<file path="src/rtl/fetch_stage.sv">
// rtl/fetch_stage.sv - IF stage: PC, instruction-memory handshake, one-entry skid buffer, IF/ID register
//
// Ports:
//   clk, rst_n            clock, synchronous active-low reset
//   PC_EN, IFID_EN        hazard-unit enables (PC advance / IF/ID load)
//   Flush, Target_PC      ID-stage redirect
//   IM_req, IM_addr       instruction-memory request, address (held until IM_ack)
//   IM_ack, IM_rdata      instruction-memory response
//   Instr_ID, PCplus4_ID  IF/ID instruction and its PC+4
//   Valid_ID              IF/ID holds a real instruction
//   Fetch_busy            ID has no new instruction this cycle

module fetch_stage #(
   parameter logic [31:0] RESET_PC  = 32'h0000_0000,
   parameter logic [31:0] NOP_INSTR = 32'h0000_0000
) (
   input  logic        clk,
   input  logic        rst_n,
   input  logic        PC_EN,
   input  logic        IFID_EN,
   input  logic        Flush,
   input  logic [31:0] Target_PC,
   output logic        IM_req,
   output logic [31:0] IM_addr,
   input  logic        IM_ack,
   input  logic [31:0] IM_rdata,
   output logic [31:0] Instr_ID,
   output logic [31:0] PCplus4_ID,
   output logic        Valid_ID,
   output logic        Fetch_busy
);

   typedef enum logic [1:0] {
      S_WAIT    = 2'd0,   // request outstanding for pc_q
      S_BUF     = 2'd1,   // fetched word parked in the skid buffer, no request
      S_DISCARD = 2'd2    // redirected, but the old request must complete first
   } state_t;

   state_t      state_q;
   logic [31:0] pc_q;
   logic [31:0] pend_q;
   logic [31:0] buf_instr_q;
   logic [31:0] buf_pcp4_q;
   logic [31:0] instr_q;
   logic [31:0] pcp4_q;
   logic        valid_q;

   logic        adv;
   logic [31:0] pc_plus4;

   assign adv      = PC_EN & IFID_EN;
   assign pc_plus4 = pc_q + 32'd4;   // wraps mod 2^32

   always_ff @(posedge clk) begin
      if (!rst_n) begin
         state_q     <= S_WAIT;
         pc_q        <= RESET_PC;
         pend_q      <= 32'd0;
         buf_instr_q <= 32'd0;
         buf_pcp4_q  <= 32'd0;
         instr_q     <= NOP_INSTR;
         pcp4_q      <= 32'd0;
         valid_q     <= 1'b0;
      end else begin
         case (state_q)
            S_WAIT: begin
               if (Flush) begin
                  // Flush overrides an IF/ID stall hold.
                  valid_q <= 1'b0;
                  instr_q <= NOP_INSTR;
                  if (IM_ack) begin
                     pc_q <= Target_PC;
                  end else begin
                     // Address must stay stable until the ack; remember the redirect.
                     pend_q  <= Target_PC;
                     state_q <= S_DISCARD;
                  end
               end else if (IM_ack && adv) begin
                  instr_q <= IM_rdata;
                  pcp4_q  <= pc_plus4;
                  valid_q <= 1'b1;
                  pc_q    <= pc_plus4;
               end else if (IM_ack) begin
                  buf_instr_q <= IM_rdata;
                  buf_pcp4_q  <= pc_plus4;
                  state_q     <= S_BUF;
               end else if (IFID_EN) begin
                  valid_q <= 1'b0;
                  instr_q <= NOP_INSTR;
               end
            end
            S_BUF: begin
               if (Flush) begin
                  valid_q <= 1'b0;
                  instr_q <= NOP_INSTR;
                  pc_q    <= Target_PC;
                  state_q <= S_WAIT;
               end else if (adv) begin
                  instr_q <= buf_instr_q;
                  pcp4_q  <= buf_pcp4_q;
                  valid_q <= 1'b1;
                  pc_q    <= pc_plus4;
                  state_q <= S_WAIT;
               end
            end
            S_DISCARD: begin
               if (Flush || IFID_EN) begin
                  valid_q <= 1'b0;
                  instr_q <= NOP_INSTR;
               end
               if (IM_ack) begin
                  // A redirect arriving with the ack is the newest one.
                  pc_q    <= Flush ? Target_PC : pend_q;
                  state_q <= S_WAIT;
               end else if (Flush) begin
                  pend_q <= Target_PC;
               end
            end
            default: begin
               state_q <= S_WAIT;
            end
         endcase
      end
   end

   assign IM_req     = (state_q != S_BUF);
   assign IM_addr    = pc_q;
   assign Instr_ID   = instr_q;
   assign PCplus4_ID = pcp4_q;
   assign Valid_ID   = valid_q;
   assign Fetch_busy = ((state_q == S_WAIT) && !IM_ack) || (state_q == S_DISCARD);

endmodule

</file>
<file path="config.mk">
export PLATFORM = sky130hd
export DESIGN_NAME = fetch_stage
export DESIGN_NICKNAME = d
export VERILOG_FILES = /design/src/rtl/fetch_stage.sv
export SDC_FILE = /design/constraint.sdc
export NUM_CORES = 1
export LEC_CHECK = 0
export CAP_MARGIN = 0
export CORE_UTILIZATION = 30
export CTS_CLUSTER_SIZE = 12
export DETAILED_ROUTE_END_ITERATION = 8
export DONT_BUFFER_PORTS = 1
export SYNTH_ARGS = -nofsm -noshare
export SYNTH_HDL_FRONTEND = slang
export SYNTH_SLANG_ARGS = --single-unit
</file>
<file path="constraint.sdc">
create_clock -name clk -period 5.35 [get_ports clk]
set_input_delay 1.07 -clock clk [delete_from_list [all_inputs] [get_ports clk]]
set_output_delay 1.07 -clock clk [all_outputs]
set_load 0.01 [all_outputs]
</file>
==> results of run 1 <==
-- final timing paths --
| path | start | to | cells past startpoint | slack, ns |
|---|---|---|---|---|
| setup / recovery | state_q[1] | IM_req | 5 | 2.28 |
| hold / removal | buf_pcp4_q[14] | buf_pcp4_q[14] | 2 | 0.45 |
| setup reg to reg | IM_addr[2] | PCplus4_ID[28] | 6 | 2.48 |
| hold reg to reg | buf_pcp4_q[14] | buf_pcp4_q[14] | 2 | 0.45 |
-- sequential cells by signal, indices dropped and copies added (netlist names) --
signal	cells
state_q	2
buf_pcp4_q	32
Valid_ID	1
pend_q	32
Instr_ID	32
PCplus4_ID	32
buf_instr_q	32
IM_addr	32
-- cells in the mapped netlist, types with 12 or more instances --
library cell  number
a31oi_1           13
inv_1             13
mux2i_1           12
clkbuf_1          76
nor3_1            44
buf_2             15
a211oi_1          44
a21oi_1          132
a22oi_1           32
nand2_1          216
o21ai_1           17
o211ai_1          16
dfxtp_1          195
nor2_1            87
o21ai_0           49
nand3_1           37
-- tightest hold or removal path: cells and delay by family (launching register included) --
family / cells / cell delay [ns]
AND/OR/NAND/NOR: 1 / 0.05
AO/OA/AOI/OAI: 1 / 0.05
flip-flops: 1 / 0.31
-- cell type report --
class | instances | share of cell area
multi-input cells | 847 | 0.476
flip-flops and latches | 195 | 0.396
clock buffers | 22 | 0.0501
well taps | 390 | 0.0495
clock inverters | 10 | 0.0123
repair buffers | 14 | 0.0107
inverters | 15 | 0.00596
-- cell families after synthesis --
logic type / after synthesis
buf+inv: 120
simple gates: 457
compound gates: 361
xor+xnor: 12
mux: 12
flops: 195
fa+ha+maj: 5
-- power groups by stage --
stage	clock network [mW]	registers [mW]	logic, mW
3_5_place_dp	0	1.77	0.516
5_1_grt	1.42	1.75	0.582
3_3_place_gp	0	1.76	0.507
2_1_floorplan	0	1.70	0.430
4_1_cts	1.36	1.73	0.518
6_report	1.34	1.73	0.521
-- metrics by stage --
stage,cells,utilization,hold WS [ns],setup slack (ns)
finish,1493,0.333,0.452,2.28
floorplan,1162,-,0.431,2.81
global placement,1461,0.312,0.438,2.47
CTS,1493,0.333,0.452,2.26
detailed placement,1461,0.312,0.442,2.40
global route,1493,0.333,0.468,2.17
-- per-layer routing --
layer,share of wire,up-vias,global-route usage
met5,0,-,0
met4,0.023,0,0.0594
met3,0.096,37,0.0628
met2,0.43,283,0.264
met1,0.45,3842,0.248
li1,-,3980,-
==> impl_metrics.json, run 1 <==
{
  "outcome": "finished, final reports clean",
  "ios": 169,
  "avgRoutedWirePerCell_um": 19.0,
  "rows": 63,
  "multi_input_area_um2": 4700,
  "syn_avg_cell_area_um2": 7.78,
  "grt_max_degree": 76,
  "worst_path_largest_cell_delay_ns": 0.36,
  "drc_errors": 0,
  "synth_compound_area_frac": 0.248,
  "place_congestion": 0.867,
  "end_kind": "primary output",
  "layout_min_cycle_time_ns": 3.07,
  "cp.required_ns": 4.28,
  "critical_path_class": "flip-flop to primary output",
  "ant_nets": 0,
  "peakVddDrop_v": 0.000237,
  "internal_power_mw": 2.50,
  "crit_chain": "inv_1 > ha_1 > buf_4 > inv_1 > buf_4",
  "diodes": 0,
  "gr-total-overflow": 0,
  "yosysTopAreaCellShare": 0.432,
  "wirelength_um": 28400,
  "avgViaCountPerCell": 5.45,
  "drt_iter0_drc": 755,
  "area_growth_pct": 9.13,
  "setup_viol": 0,
  "cts_buffers": 17,
  "die_h_um": 176,
  "hold_viol": 0,
  "yosysTopAreaCell": "dfxtp_1",
  "synthTopCellsByArea": "dfxtp_1, nand2_1, a21oi_1, a211oi_1, nor2_1",
  "placed_area_um2": 9250,
  "cts_setup_buffers": 0,
  "p_total_mw": 3.59,
  "yosysSeqAreaShare": 0.432,
  "cp_num_buf_inv": 4,
  "final_area_um2": 9870,
  "fillers": 3176,
  "max-clock-path-buffers": 2,
  "slew_headroom": 0.266,
  "max_freq_ghz": 0.326,
  "path_clk_slew_ns": 0.07,
  "cts_tree": "built",
  "muxShareOfSynthArea": 0.0133,
  "synth_edf_count": 0,
  "antenna_found_initial": 0,
  "comb_power_share": 0.145,
  "worstMarginPinSlew_ns": 1.10,
  "grt_pass1_vias": 7317,
  "max-cap-violations": 0,
  "insertion_delay_ns": 0.44,
  "dp_hpwl_um": 19200,
  "synth_cell_types": 62,
  "synth_top_family_by_area": "compound AO/OA/AOI/OAI gates",
  "mostFrequentLayoutCell": "nand2_1",
  "period_share": 0.574,
  "cp_top_family": "buffers and inverters",
  "final_net_count": 1165,
  "slowest_stage": "buf_4",
  "path_max_fanout": 33,
  "ctsResizeCount": 0,
  "yosys.area_share.simple": 0.236,
  "synth_nets": 1237,
  "synth_xor_area_frac": 0.0116,
  "regArea_um2": 3900,
  "grt_pass1_wl_um": 43900,
  "grt_setup_unrepaired": "false",
  "die_w_um": 176,
  "vias": 8142,
  "async_flop_share": 0,
  "core_area_um2": 29600,
  "worst_setup_path_start_kind": "flip-flop",
  "power.density_nw_per_um2": 364,
  "synth_fa_ha_area_frac": 0.00692,
  "dr.pass1.iters": 5,
  "swShare": 0.305,
  "arrival_ns": 2.00,
  "cts_hold_buf": 0,
  "clock_sinks": 195,
  "fin_skew_ns": 0.00690,
  "ys.flop_type": "dfxtp_1",
  "p_leak_nw": 3.28,
  "pwr-share-seq": 0.483,
  "initial_core_util": 0.305,
  "yosys_warnings": 0,
  "netlist_area_um2": 9040,
  "synthCells": 1162,
  "slew_viol_final": 0,
  "cts_root_buf": "clkbuf_16",
  "port_buffers": 0,
  "clockPowerShare": 0.372,
  "hold_class": "flip-flop to flip-flop",
  "cts_max_level": 4,
  "grt_use_total": 0.181,
  "synth-seq-cells": 195,
  "drive_above_1_share": 0.0598,
  "p_sw_mw": 1.09,
  "finalSetupTns_ns": 0,
  "dieArea_um2": 30800,
  "final_cell_mix": "nand2_1, dfxtp_1, a21oi_1, nor2_1, o21ai_0"
}
Note: power is estimated with default switching activity, not from simulation.
==> run 2: changes to the inputs <==
==> constraint.sdc (replaced) <==
create_clock -name clk -period 3 [get_ports clk]
set_input_delay 0.6 -clock clk [delete_from_list [all_inputs] [get_ports clk]]
set_output_delay 0.6 -clock clk [all_outputs]
set_load 0.01 [all_outputs]
==> run 2 against run 1 <==
Effect of this change:
- routed wire length decreased by 0.15%
- clock power up 70%
- non-clock buffer count up 13
- cell area increased by 0.94%
- clock skew rose by 0.0020 ns
- critical path depth is the same
- combinational power rose by 91%
- count of clock-buffer cells in the layout grew 1
- first-iteration DRC count rose by 0.13%
- largest power group unchanged
==> impl_metrics.json, run 2 (same netlist as run 1, synthesis figures left out) <==
{
  "outcome": "finished, final reports clean",
  "cp_num_buf_inv": 0,
  "p_leak_nw": 3.33,
  "r2r-end": "PCplus4_ID[28]",
  "ios": 169,
  "multi_input_area_um2": 4700,
  "clock_sinks": 195,
  "gr-total-overflow": 0,
  "ant_nets": 0,
  "reg2reg_depth": 5,
  "vias": 8234,
  "die_h_um": 176,
  "drt_iter0_drc": 756,
  "worst_path_largest_cell_delay_ns": 0.59,
  "cts_root_buf": "clkbuf_16",
  "die_w_um": 176,
  "regArea_um2": 3900,
  "slowest_stage": "nor3_1",
  "mostFrequentLayoutCell": "nand2_1",
  "final_net_count": 1178,
  "cts_setup_buffers": 0,
  "r2r-start": "IM_addr[4]",
  "hold_class": "input port to flip-flop",
  "finalSetupTns_ns": 0,
  "layout_min_cycle_time_ns": 2.50,
  "insertion_delay_ns": 0.44,
  "r2r_slack_ns": 0.50,
  "grt_pass1_wl_um": 43700,
  "grt_max_degree": 76,
  "cts_hold_buf": 0,
  "fillers": 3155,
  "max-clock-path-buffers": 2,
  "grt_use_total": 0.181,
  "path_max_fanout": 8,
  "path_clk_slew_ns": 0.07,
  "cp_top_family": "simple AND/OR/NAND/NOR gates",
  "p_total_mw": 6.33,
  "holdCritStartpoint": "rst_n",
  "worstMarginPinSlew_ns": 1.08,
  "crit_chain": "nand3_1 > nor3_1 > nand4_1 > xor2_1 > o221ai_1",
  "end_kind": "flip-flop",
  "grt_setup_unrepaired": "false",
  "fin_skew_ns": 0.00892,
  "critical_path_class": "flip-flop to flip-flop",
  "max_freq_ghz": 0.399,
  "hold_path_depth": 1,
  "slew_headroom": 0.278,
  "antenna_found_initial": 0,
  "dieArea_um2": 30800,
  "whs_endpoint": "PCplus4_ID[25]",
  "power.density_nw_per_um2": 635,
  "max-cap-violations": 0,
  "core_area_um2": 29600,
  "placed_area_um2": 9390,
  "arrival_ns": 2.82,
  "place_congestion": 0.864,
  "worst_setup_path_start_kind": "flip-flop",
  "cts_tree": "built",
  "cts_max_level": 4,
  "hold_viol": 0,
  "avgViaCountPerCell": 5.47,
  "cts_buffers": 17,
  "ctsResizeCount": 0,
  "area_growth_pct": 10.2,
  "crit_start": "IM_addr[4]",
  "period_share": 0.834,
  "dr.pass1.iters": 5,
  "peakVddDrop_v": 0.000344,
  "grt_pass1_vias": 7207,
  "final_area_um2": 9960,
  "final_cell_mix": "nand2_1, dfxtp_1, a21oi_1, nor2_1, o21ai_0",
  "wirelength_um": 28300,
  "cp.required_ns": 3.32,
  "final_util": 0.336,
  "rows": 63,
  "initial_core_util": 0.305,
  "drc_errors": 0,
  "slew_viol_final": 0,
  "setup_viol": 0,
  "port_buffers": 0,
  "avgRoutedWirePerCell_um": 18.8,
  "drive_above_1_share": 0.0664,
  "dp_hpwl_um": 19300
}
-- run 2: cell count changes in the layout (fill, tap and decap cells not counted), sizes merged --
| cell | previous run | this run |
|---|---|---|
| clkbuf | 22 | 23 |
| clkinv | 5 | 3 |
| clkinvlp | 1 | 2 |
| inv | 17 | 16 |
| buf | 14 | 27 |
| diode | 0 | 1 |
-- run 2: how the worst max path moves through the flow --
| stage | cells after the start | end | slack [ns] |
|---|---|---|---|
| floorplan | 11 | Instr_ID[14] | 0.93 |
| global placement | 5 | IM_addr[25] | 0.61 |
| detailed placement | 7 | buf_instr_q[12] | 0.60 |
| CTS | 3 | IM_req | 0.51 |
| global route | 7 | PCplus4_ID[24] | 0.32 |
| finish | 5 | PCplus4_ID[28] | 0.50 |
-- run 2: area by class of cell --
class | count | area share
inverters | 15 | 0.00590
clock buffers | 23 | 0.0470
multi-input cells | 847 | 0.471
diodes | 1 | 0.000251
flip-flops and latches | 195 | 0.392
repair buffers | 27 | 0.0241
well taps | 390 | 0.0490
clock inverters | 8 | 0.0103
-- run 2: routing by layer --
metal	GRT usage	vias to the layer above	share of wire
li1	-	4015	-
met1	0.255	3889	0.45
met2	0.256	298	0.43
met3	0.0597	32	0.10
met4	0.0572	0	0.020
met5	0	-	0
-- run 2: stage by stage --
stage                     hold WS, ns  worst slack [ns]  std cells
final                           0.280             0.497       1506
after detailed placement        0.442             0.596       1474
after floorplan                 0.431             0.927       1162
after global routing            0.267             0.324       1505
after global placement          0.437             0.609       1474
after CTS                       0.268             0.506       1505
-- run 2: where the power goes --
part           leakage (nW)  internal (mW)  switching (mW)
logic                  1.46          0.340           0.655
clock network         0.274           1.27            1.01
registers              1.59           2.79           0.264
total                  3.33           4.40            1.93
-- run 2: worst register-to-register path, stage by stage, from the launching register on --
cell and delay [ns]:
dfxtp_1 0.56, nand3_1 0.33, nor3_1 0.59, nand4_1 0.37, xor2_1 0.38, o221ai_1 0.15
